[config.mk]
export PLATFORM = sky130hd
export DESIGN_NAME = hbm_rd_arbiter
export DESIGN_NICKNAME = d
export VERILOG_FILES = /design/src/rtl/hbm_rd_arbiter.sv
export SDC_FILE = /design/constraint.sdc
export NUM_CORES = 1
export LEC_CHECK = 0
export ABC_CLOCK_PERIOD_IN_PS = 5500
export CORE_AREA = 2 2 330 332
export CTS_CLUSTER_DIAMETER = 60
export DETAILED_ROUTE_END_ITERATION = 8
export DIE_AREA = 0 0 332 334
export DONT_BUFFER_PORTS = 1
export GPL_ROUTABILITY_DRIVEN = 0
export GPL_TIMING_DRIVEN = 0
export HOLD_SLACK_MARGIN = 0.03
export PLACE_DENSITY = 0.3
export SETUP_SLACK_MARGIN = 0.5
export SYNTH_ARGS = -nofsm -noshare
export SYNTH_HDL_FRONTEND = slang
export SYNTH_SLANG_ARGS = --single-unit
[constraint.sdc]
create_clock -name axis_clk -period 5.5 [get_ports axis_clk]
set_clock_uncertainty 0.1 [all_clocks]
set_input_delay 1.1 -clock axis_clk [delete_from_list [all_inputs] [get_ports axis_clk]]
set_output_delay 1.1 -clock axis_clk [all_outputs]
set_load 0.01 [all_outputs]
[src/rtl/hbm_rd_arbiter.sv]
// hbm_rd_arbiter: round-robin arbiter sharing one HBM AXI4 read port among NUM_REQ requesters
module hbm_rd_arbiter #(
  parameter int NUM_REQ = 4,
  parameter int ADDR_W = 48,
  parameter int DATA_W = 256,
  localparam int IDW = NUM_REQ > 1 ? $clog2(NUM_REQ) : 1
) (
  input  logic                      axis_clk,
  input  logic                      rst,
  input  logic [NUM_REQ*ADDR_W-1:0] s_axi_araddr,
  input  logic [NUM_REQ*8-1:0]      s_axi_arlen,
  input  logic [NUM_REQ*3-1:0]      s_axi_arsize,
  input  logic [NUM_REQ*2-1:0]      s_axi_arburst,
  input  logic [NUM_REQ-1:0]        s_axi_arvalid,
  output logic [NUM_REQ-1:0]        s_axi_arready,
  output logic [NUM_REQ-1:0]        s_axi_rvalid,
  input  logic [NUM_REQ-1:0]        s_axi_rready,
  output logic [NUM_REQ-1:0]        s_axi_rlast,
  output logic [DATA_W-1:0]         s_axi_rdata,
  output logic [1:0]                s_axi_rresp,
  output logic [ADDR_W-1:0]         m_axi_araddr,
  output logic [7:0]                m_axi_arlen,
  output logic [2:0]                m_axi_arsize,
  output logic [1:0]                m_axi_arburst,
  output logic                      m_axi_arvalid,
  input  logic                      m_axi_arready,
  input  logic [DATA_W-1:0]         m_axi_rdata,
  input  logic [1:0]                m_axi_rresp,
  input  logic                      m_axi_rlast,
  input  logic                      m_axi_rvalid,
  output logic                      m_axi_rready,
  output logic                      busy,
  output logic [IDW-1:0]            grant_id,
  output logic                      len_err
);
  typedef enum logic [1:0] {IDLE, ADDR, DATA} state_t;
  localparam logic [IDW:0] NREQ = (IDW+1)'(NUM_REQ);
  state_t state_q, state_d;
  logic [IDW-1:0] grant_q, grant_d, rr_ptr_q, rr_ptr_d, off, pick, grant_inc;
  logic [IDW:0] pick_sum;
  logic [NUM_REQ-1:0] rot, sel;
  logic [7:0] beat_cnt_q, beat_cnt_d;
  logic len_err_q, len_err_d, ar_hs, r_hs;
  // rotate requests so bit 0 is rr_ptr; the lowest set bit is the winner's offset
  always_comb begin
    rot = NUM_REQ'({s_axi_arvalid, s_axi_arvalid} >> rr_ptr_q);
    off = '0;
    for (int k = NUM_REQ - 1; k >= 0; k--) if (rot[k]) off = IDW'(k);
    pick_sum = {1'b0, rr_ptr_q} + {1'b0, off};
    pick = pick_sum >= NREQ ? IDW'(pick_sum - NREQ) : IDW'(pick_sum);
    grant_inc = grant_q == IDW'(NUM_REQ - 1) ? '0 : grant_q + 1'b1;
    sel = NUM_REQ'(1) << grant_q;
  end
  always_comb begin
    m_axi_araddr = '0;
    m_axi_arlen = '0;
    m_axi_arsize = '0;
    m_axi_arburst = '0;
    for (int i = 0; i < NUM_REQ; i++)
      if (grant_q == IDW'(i)) begin
        m_axi_araddr = s_axi_araddr[i*ADDR_W +: ADDR_W];
        m_axi_arlen = s_axi_arlen[i*8 +: 8];
        m_axi_arsize = s_axi_arsize[i*3 +: 3];
        m_axi_arburst = s_axi_arburst[i*2 +: 2];
      end
  end
  always_comb begin
    state_d = state_q;
    grant_d = grant_q;
    rr_ptr_d = rr_ptr_q;
    beat_cnt_d = beat_cnt_q;
    len_err_d = len_err_q;
    ar_hs = state_q == ADDR && s_axi_arvalid[grant_q] && m_axi_arready;
    r_hs = state_q == DATA && m_axi_rvalid && s_axi_rready[grant_q];
    m_axi_arvalid = state_q == ADDR && s_axi_arvalid[grant_q];
    s_axi_arready = state_q == ADDR && m_axi_arready ? sel : '0;
    m_axi_rready = state_q == DATA && s_axi_rready[grant_q];
    s_axi_rvalid = state_q == DATA && m_axi_rvalid ? sel : '0;
    s_axi_rlast = state_q == DATA && m_axi_rlast ? sel : '0;
    s_axi_rdata = m_axi_rdata;
    s_axi_rresp = m_axi_rresp;
    busy = state_q != IDLE;
    if (state_q == IDLE && |s_axi_arvalid) begin
      state_d = ADDR;
      grant_d = pick;
    end
    if (ar_hs) begin
      state_d = DATA;
      beat_cnt_d = m_axi_arlen;
    end else if (state_q == ADDR && !s_axi_arvalid[grant_q]) state_d = IDLE;
    // rlast must coincide exactly with the countdown reaching zero
    if (r_hs) begin
      beat_cnt_d = beat_cnt_q == 8'd0 ? beat_cnt_q : beat_cnt_q - 1'b1;
      if (m_axi_rlast != (beat_cnt_q == 8'd0)) len_err_d = 1'b1;
      if (m_axi_rlast) begin
        state_d = IDLE;
        rr_ptr_d = grant_inc;
      end
    end
  end
  always_ff @(posedge axis_clk) begin
    if (rst) begin
      state_q <= IDLE;
      grant_q <= '0;
      rr_ptr_q <= '0;
      beat_cnt_q <= '0;
      len_err_q <= 1'b0;
    end else begin
      state_q <= state_d;
      grant_q <= grant_d;
      rr_ptr_q <= rr_ptr_d;
      beat_cnt_q <= beat_cnt_d;
      len_err_q <= len_err_d;
    end
  end
  assign grant_id = grant_q;
  assign len_err = len_err_q;
endmodule
Word-level counts from Yosys, hierarchy flattened
Index checks and enable logic that the tools add are counted.
{ "word_totals": {"regBits": 15, "inputBits": 515, "out_inout_bits": 337, "elab_cells": 76} }
{ "op_classes": {"add_sub_neg": 4, "order_cmp": 2, "eq_ne": 7, "shifts": 2, "n_mux": 37, "n_reduce_logical": 19} }
{ "ops": {"columns": ["op", "count"], "rows": [
  ["$mux 48", 4],
  ["$mux 8", 7],
  ["$mux 2", 15],
  ["$mux 3", 4],
  ["$mux 4", 3],
  ["$logic_and 1x1->1", 9],
  ["$logic_not 8->1", 1],
  ["$shr 8x2->4", 1],
  ["$sub 8x1->8 const B", 1],
  ["$eq 2x2->1 const B", 3],
  ["$reduce_and 2->1", 3],
  ["$bmux 1 s2", 2],
  ["$eq 2x1->1 const B", 2],
  ["$logic_not 2->1", 2],
  ["$reduce_bool 2->1", 2],
  ["$reduce_or 4->1", 1],
  ["$shl 1x2->4 const A", 1],
  ["$add 2x2->3", 1],
  ["$ge 3x3->1 const B", 1],
  ["$lt 2x3->1 const B", 1],
  ["$add 2x1->2 const B", 1],
  ["$mux 1", 2],
  ["$ne 2x2->1 const B", 1],
  ["$sub 2x1->2 const B", 1],
  ["other kinds (2)", 2]
]} }

Depth between registers and ports, before layout
Gate-level depths: netlist (run 1).
{ "depth": {"ltp_word": 8, "ltp_mapped": 10, "depth_no_buf": 9} }

Worst setup path before layout (run 1)
No wires, ideal clock.
{ "synth_timing": {"path_kind": "input-to-output", "startpoint": "input port s_axi_arvalid[1]", "endpoint": "output port m_axi_arvalid", "arrival_time_ps": 1953, "t_required_ps": 4300, "slack_ps": 2347, "stages": 3, "n_path_buf": 1, "path_cell_list": "buf_4 -> mux4_2 -> and3b_2"} }
{ "synth_between": {"elab_chain_cells": 3} }
{ "synth_rtl": {"columns": ["element", "line_no", "rtl"], "rows": [
  ["start: declaration", "14", "input logic [NUM_REQ-1:0] s_axi_arvalid,"],
  ["$bmux 1 s2", "75", "m_axi_arvalid = state_q == ADDR && s_axi_arvalid[grant_q];"],
  ["$mux 1 (not written as such)", "75", null],
  ["$logic_and 1x1->1", "75", null],
  ["end: declaration", "25", "output logic m_axi_arvalid,"]
]} }
No other way between the ends. The select of a mux whose other input is x is not followed.

Worst setup path after layout (run 1)
{ "layout_timing": {"startpoint": "register grant_q[1] (netlist: grant_id[1])", "endpoint": "output port m_axi_araddr[31]"} }
{ "layout_between": {"elab_chain_cells": 5, "elab_cells_between_ends": 8, "cone_classes": "eq/ne: 3; mux: 4; reduce/logical: 1"} }
{ "layout_rtl": {"columns": ["element", "line_no", "rtl"], "rows": [
  ["start: declaration", "39", "logic [IDW-1:0] grant_q, grant_d, rr_ptr_q, rr_ptr_d, off, pick, grant_inc;"],
  ["start signal: assignment", "110", "grant_q <= grant_d;"],
  ["$logic_not 2->1", "60", "if (grant_q == IDW'(i)) begin"],
  ["$mux 48 (3 in series)", "60", null],
  ["$mux 48 *", "60", null],
  ["end: declaration", "21", "output logic [ADDR_W-1:0] m_axi_araddr,"]
]} }
Mark *: on every way between the ends. The rest lies on a longest branch, timed or not.

==> results.toml, run 1 <==
[power]
seqPwrFrac = 0.099
power.density_nw_per_um2 = 190
leakage_uw = 0.00239
ir_drop_v = 0.0000723
p_sw_uw = 820
clkPwrFrac = 0.110
swShare = 0.604
power.internal_uw = 539
combPwrFrac = 0.792

[clock_network]
cts_hold_buf = 0
cts_tree = "done"
cts_sinks = 15
htree_num_levels = 1
post-cts-setup-buffer-count = 0
cts_root_buffer = "clkbuf_16"
clkLatencyLatePin_ns = 0.25
clk_pin_slew_ns = 0.06
cts_buffers = 3
max-clock-path-buffers = 2

[sta]
fin_ws_ns = 0.777
fin_crit_ns = 4.72
worst_slew_pin_slew_ns = 1.19
hold_viol = 0
slew_violations = 0
fmax_mhz = 212
rsz0062_at_grt = "no"
holdWs_ns = 0.384
setup_viol = 0
fin_crit_sh = 0.859
slew-limit-headroom = 0.203

[route]
wl_per_cell_um = 26.6
drt_pass1_iterations = 5
drt_iter0_markers = 353
routed_wl_um = 60000
num_vias = 6051
antenna_left = 0
drc = 0
drt-vias-per-instance = 2.68

[min_path]
hold_path_depth = 2
min_path_type = "register to register"
min_from = "beat_cnt_q[4]"
whs_endpoint = "beat_cnt_q[4]"

[setup_path]
worst-setup-path-type = "register to output pin"
cp-end-kind = "output pin"
required_ns = 4.30
path_buf_inv = 4
critPathTopFamily = "buffers and inverters"
r2r-start = "grant_id[1]"
rr_worst_depth = 7
r2r_end = "beat_cnt_q[1]"
setup.worst_path.start_class = "register"
critPathSlowestCell = "buf_1"
crit_path_max_fanout = 10
rrSetupSlack_ns = 2.01
worstPathArrival_ns = 3.52
critical_path.max_stage_delay_ns = 0.66
crit_path_frequent_cell = "a21oi_1"
cp_cell_sequence = "inv_1, ha_1, clkbuf_2, buf_2, buf_1, nand3b_1, a21oi_1, a21oi_1, o21ai_0"

[placement]
port_buffers = 0
post-place-ws_ns = -1.14
place_inst = 2232
dp.final_hpwl_um = 54100

[synthesis]
synth_cell_types = 54
async_flop_share = 0
yosys_warnings = 0
synth_flop_cell = "dfxtp_1"
ys_seq_area_frac = 0.0578
syn_nets = 1340
syn_inst = 818
yosysTopAreaCell = "buf_4"
syn-cell-area_um2 = 5200
syn_avg_cell_area_um2 = 6.35
synth-seq-cells = 15
synthTopCellsByArea = "buf_4 38%, a21oi_1 11%, nand2_1 8.4%"
synth_edf_count = 0
post-synth-top-area-fraction = 0.376

[grt]
grt_pass1_vias = 5846
gr-total-overflow = 0
gr-usage-all-layers = 0.100
grt_pass1_wl_um = 70900
grt_start_max_net_pins = 11
antenna_found_initial = 46

[floorplan]
core-area_um2 = 108000
rows = 121
die_height_um = 334
start_util = 0.0482
ios = 852
die-width_um = 332
die_area_um2 = 111000

[finish]
area_delta_synth_final_pct = 37.3
final_layout_size_suffix_gt1_frac = 0.364
final_cell_mix = "260 x buf_4, 117 x nand2_1, 117 x a21oi_1"
finalNetCount = 1345
fin_util = 0.0662
instances_no_fill = 2254
final_common_cell = "buf_4"

[outcome]
status = "finished, final reports clean"

[job]
maxCapViolCount = 0
==> what timing repair did <==
| item | 4_1_cts | 5_1_grt |
|---|---|---|
| gates cloned | 0 | 0 |
| endpoints found under the setup margin | 62 | 2 |
| hold endpoints to repair | 0 | 0 |
| resized for setup | 21 | 1 |
==> cell type report <==
cell class,count,area [um2]
diodes,18,45.0
plain buffers,316,2230
clock buffers,4,78.8
fillers,12900,101000
inverters,9,33.8
multi-input cells,478,2670
flip-flops and latches,15,302
well taps,1414,1770
==> metal layers <==
layer  wire length (um)  GRT usage  vias up
met1              22000      0.107     2847
met2              28400      0.170      480
li1                   -          -     2557
met3               7670     0.0569      111
met5                339          0        -
met4               1560     0.0229       56
==> worst max path at each step <==
stage	startpoint	to	cells past startpoint	slack, ns
after floorplan	s_axi_arvalid[1]	m_axi_arvalid	3	2.35
after global placement	grant_id[0]	m_axi_arburst[1]	7	-1.34
after detailed placement	grant_id[0]	m_axi_araddr[37]	7	-1.14
after CTS	grant_id[1]	m_axi_araddr[10]	6	0.55
after global routing	grant_id[1]	m_axi_araddr[10]	6	0.50
final	grant_id[1]	m_axi_araddr[31]	9	0.78
==> Yosys cell counts (3+ instances only) <==
master / n
nand3b_1: 56
buf_4: 260
a21oi_1: 117
a31oi_1: 6
nand3_1: 6
nor2b_1: 3
and3_1: 12
nor2_1: 20
nor3_1: 3
o22ai_1: 7
a311oi_1: 4
and2_1: 6
dfxtp_1: 15
clkbuf_1: 45
inv_1: 9
ha_1: 7
buf_1: 5
a22oi_1: 3
nand2_1: 117
buf_6: 5
nor4_1: 3
o21ai_0: 62
o21ai_1: 7
o211ai_1: 3
==> power groups by stage <==
stage	combinational (uW)	sequential, uW	clock (uW)
4_1_cts	1120	135	151
3_5_place_dp	1110	137	0
6_report	1080	134	149
5_1_grt	1160	136	156
2_1_floorplan	667	128	0
3_3_place_gp	1110	137	0
==> worst reg2reg max path, cell delays in order, from the launching register on <==
cell      delay [ns]
dfxtp_1         0.70
ha_1            0.26
clkbuf_2        0.43
nand2b_1        0.47
o22ai_1         0.15
a31oi_1         0.89
a211oi_2        0.18
a211oi_2        0.24
==> cells by family (layout without fill, tap and decap cells) <==
kind of cell | count (synthesis) | count (layout) | synth area share
simple gates | 241 | 241 | 0.240
other cells | 0 | 18 | 0
mux | 3 | 3 | 0.0106
fa+ha+maj | 7 | 7 | 0.0169
xor+xnor | 2 | 2 | 0.00337
buf+inv | 325 | 329 | 0.430
flops | 15 | 15 | 0.0578
compound gates | 225 | 225 | 0.241
==> sequential cells by signal, indices dropped and copies added, names as in the netlist <==
name and cells:
grant_id 2, beat_cnt_q 8, state_q 2, rr_ptr_q 2, len_err 1
==> through the flow <==
| step | total power (uW) | setup TNS, ns | area, um2 |
|---|---|---|---|
| floorplan | 795 | 0 | 5200 |
| global placement | 1250 | -17.58 | 6970 |
| detailed placement | 1250 | -15.37 | 6970 |
| CTS | 1410 | 0 | 7090 |
| global route | 1460 | 0 | 7100 |
| finish | 1360 | 0 | 7130 |
Power figures use the tool's default switching activity.
==> inputs of run 2 (changes only) <==
SETUP_SLACK_MARGIN = unset   (was 0.5)
==> run 2 against run 1 <==
Against the previous run: largest power group unchanged; largest cell class unchanged; critical path type unchanged; global-route usage about the same; combinational power about the same; sequential cell count is the same; critical endpoint is now m_axi_araddr[37]; worst hold slack better by 0.0011 ns.
==> results.toml, run 2 (same netlist as run 1, synthesis figures left out) <==
[clock_network]
cts_hold_buf = 0
cts-resized-gates = 6
clk_pin_slew_ns = 0.05
htree_num_levels = 1
cts_buffers = 3
clkLatencyLatePin_ns = 0.25
max-clock-path-buffers = 2
cts_sinks = 15
post-cts-setup-buffer-count = 0
cts_root_buffer = "clkbuf_16"
cts_tree = "done"

[min_path]
min_from = "beat_cnt_q[4]"
hold_path_depth = 2
min_path_type = "register to register"

[grt]
grt_start_max_net_pins = 11
gr-usage-all-layers = 0.100
grt_pass1_wl_um = 71000
antenna_found_initial = 46
grt_pass1_vias = 5847
gr-total-overflow = 0

[sta]
fin_setup_tns_ns = 0
fin_crit_sh = 0.968
fmax_mhz = 188
slew-limit-headroom = 0.213
worst_slew_pin_slew_ns = 1.18
fin_crit_ns = 5.32
hold_viol = 0
fin_ws_ns = 0.178
rsz0062_at_grt = "yes"
setup_viol = 0
slew_violations = 0

[finish]
final_layout_size_suffix_gt1_frac = 0.357
fillCellCount = 12900
area_delta_synth_final_pct = 36.7
multi_input_area_um2 = 2680
regArea_um2 = 300
finalNetCount = 1343
final_common_cell = "buf_4"
largest-register = "beat_cnt_q"
final_cell_mix = "260 x buf_4, 117 x nand2_1, 117 x a21oi_1"
largest_reg_flops = 8

[route]
drt_pass1_iterations = 4
drt_iter0_markers = 361
drt-vias-per-instance = 2.71
antenna_left = 0
drc = 0
routed_wl_um = 60100
num_vias = 6089
wl_per_cell_um = 26.7

[floorplan]
ios = 852
die_area_um2 = 111000
die-width_um = 332
die_height_um = 334
start_util = 0.0482
core-area_um2 = 108000
rows = 121

[setup_path]
critical_path.max_stage_delay_ns = 0.79
worstSetupStartpoint = "grant_id[0]"
cp.depth = 6
setup.worst_path.start_class = "register"
cp-end-kind = "output pin"
required_ns = 4.30
crit_path_frequent_cell = "clkbuf_2"
rr_worst_depth = 6
path_buf_inv = 3
crit_path_max_fanout = 10
critPathTopFamily = "buffers and inverters"
cp_cell_sequence = "ha_2, clkbuf_2, clkbuf_2, buf_1, nand2_1, o21ai_0"
critPathSlowestCell = "buf_1"
worstPathArrival_ns = 4.12
worst-setup-path-type = "register to output pin"
r2r-start = "grant_id[0]"

[power]
power.density_nw_per_um2 = 191
leakage_uw = 0.00236
ir_drop_v = 0.0000707

[placement]
dp.final_hpwl_um = 54100
post-place-ws_ns = -1.14
port_buffers = 0

[outcome]
status = "finished, final reports clean"

[job]
maxCapViolCount = 0
-- run 2: final timing paths --
check,to,slack [ns]
worst max-delay path,m_axi_araddr[37],0.18
worst min-delay path,beat_cnt_q[4],0.39
worst max register to register,beat_cnt_q[1],1.93
worst min register to register,beat_cnt_q[4],0.39
-- run 2: report_power, final --
part | switching [uW] | internal, uW
clock | 48.9 | 98.5
combinational | 756 | 321
sequential | 17.0 | 117
total | 822 | 537
-- run 2: metal layers --
metal,share of wire,global-route usage,vias to the layer above
met1,0.37,0.108,2879
met4,0.024,0.0229,56
met3,0.13,0.0558,110
met2,0.47,0.170,490
met5,0.0056,0,-
li1,-,-,2554
-- run 2: metrics by stage --
| stage | util | instances | area, um2 | hold WS, ns | total power (uW) |
|---|---|---|---|---|---|
| floorplan | - | 818 | 5200 | 0.354 | 795 |
| global placement | 0.0646 | 2232 | 6970 | 0.388 | 1250 |
| detailed placement | 0.0647 | 2232 | 6970 | 0.374 | 1250 |
| CTS | 0.0655 | 2235 | 7060 | 0.381 | 1400 |
| global route | 0.0657 | 2240 | 7080 | 0.407 | 1460 |
| finish | 0.0659 | 2250 | 7100 | 0.385 | 1360 |
-- run 2: final cells by class --
class	count	area share
Antenna cell	16	0.00564
Sequential cell	15	0.0423
Clock buffer	4	0.0111
Tap cell	1414	0.249
Multi-Input combinational cell	478	0.377
Buffer	314	0.310
Inverter	9	0.00476
-- run 2: worst min-delay path, cell delays in order (launching register included) --
cell     delay, ns
dfxtp_1       0.32
nand3_1       0.07
a21oi_1       0.05
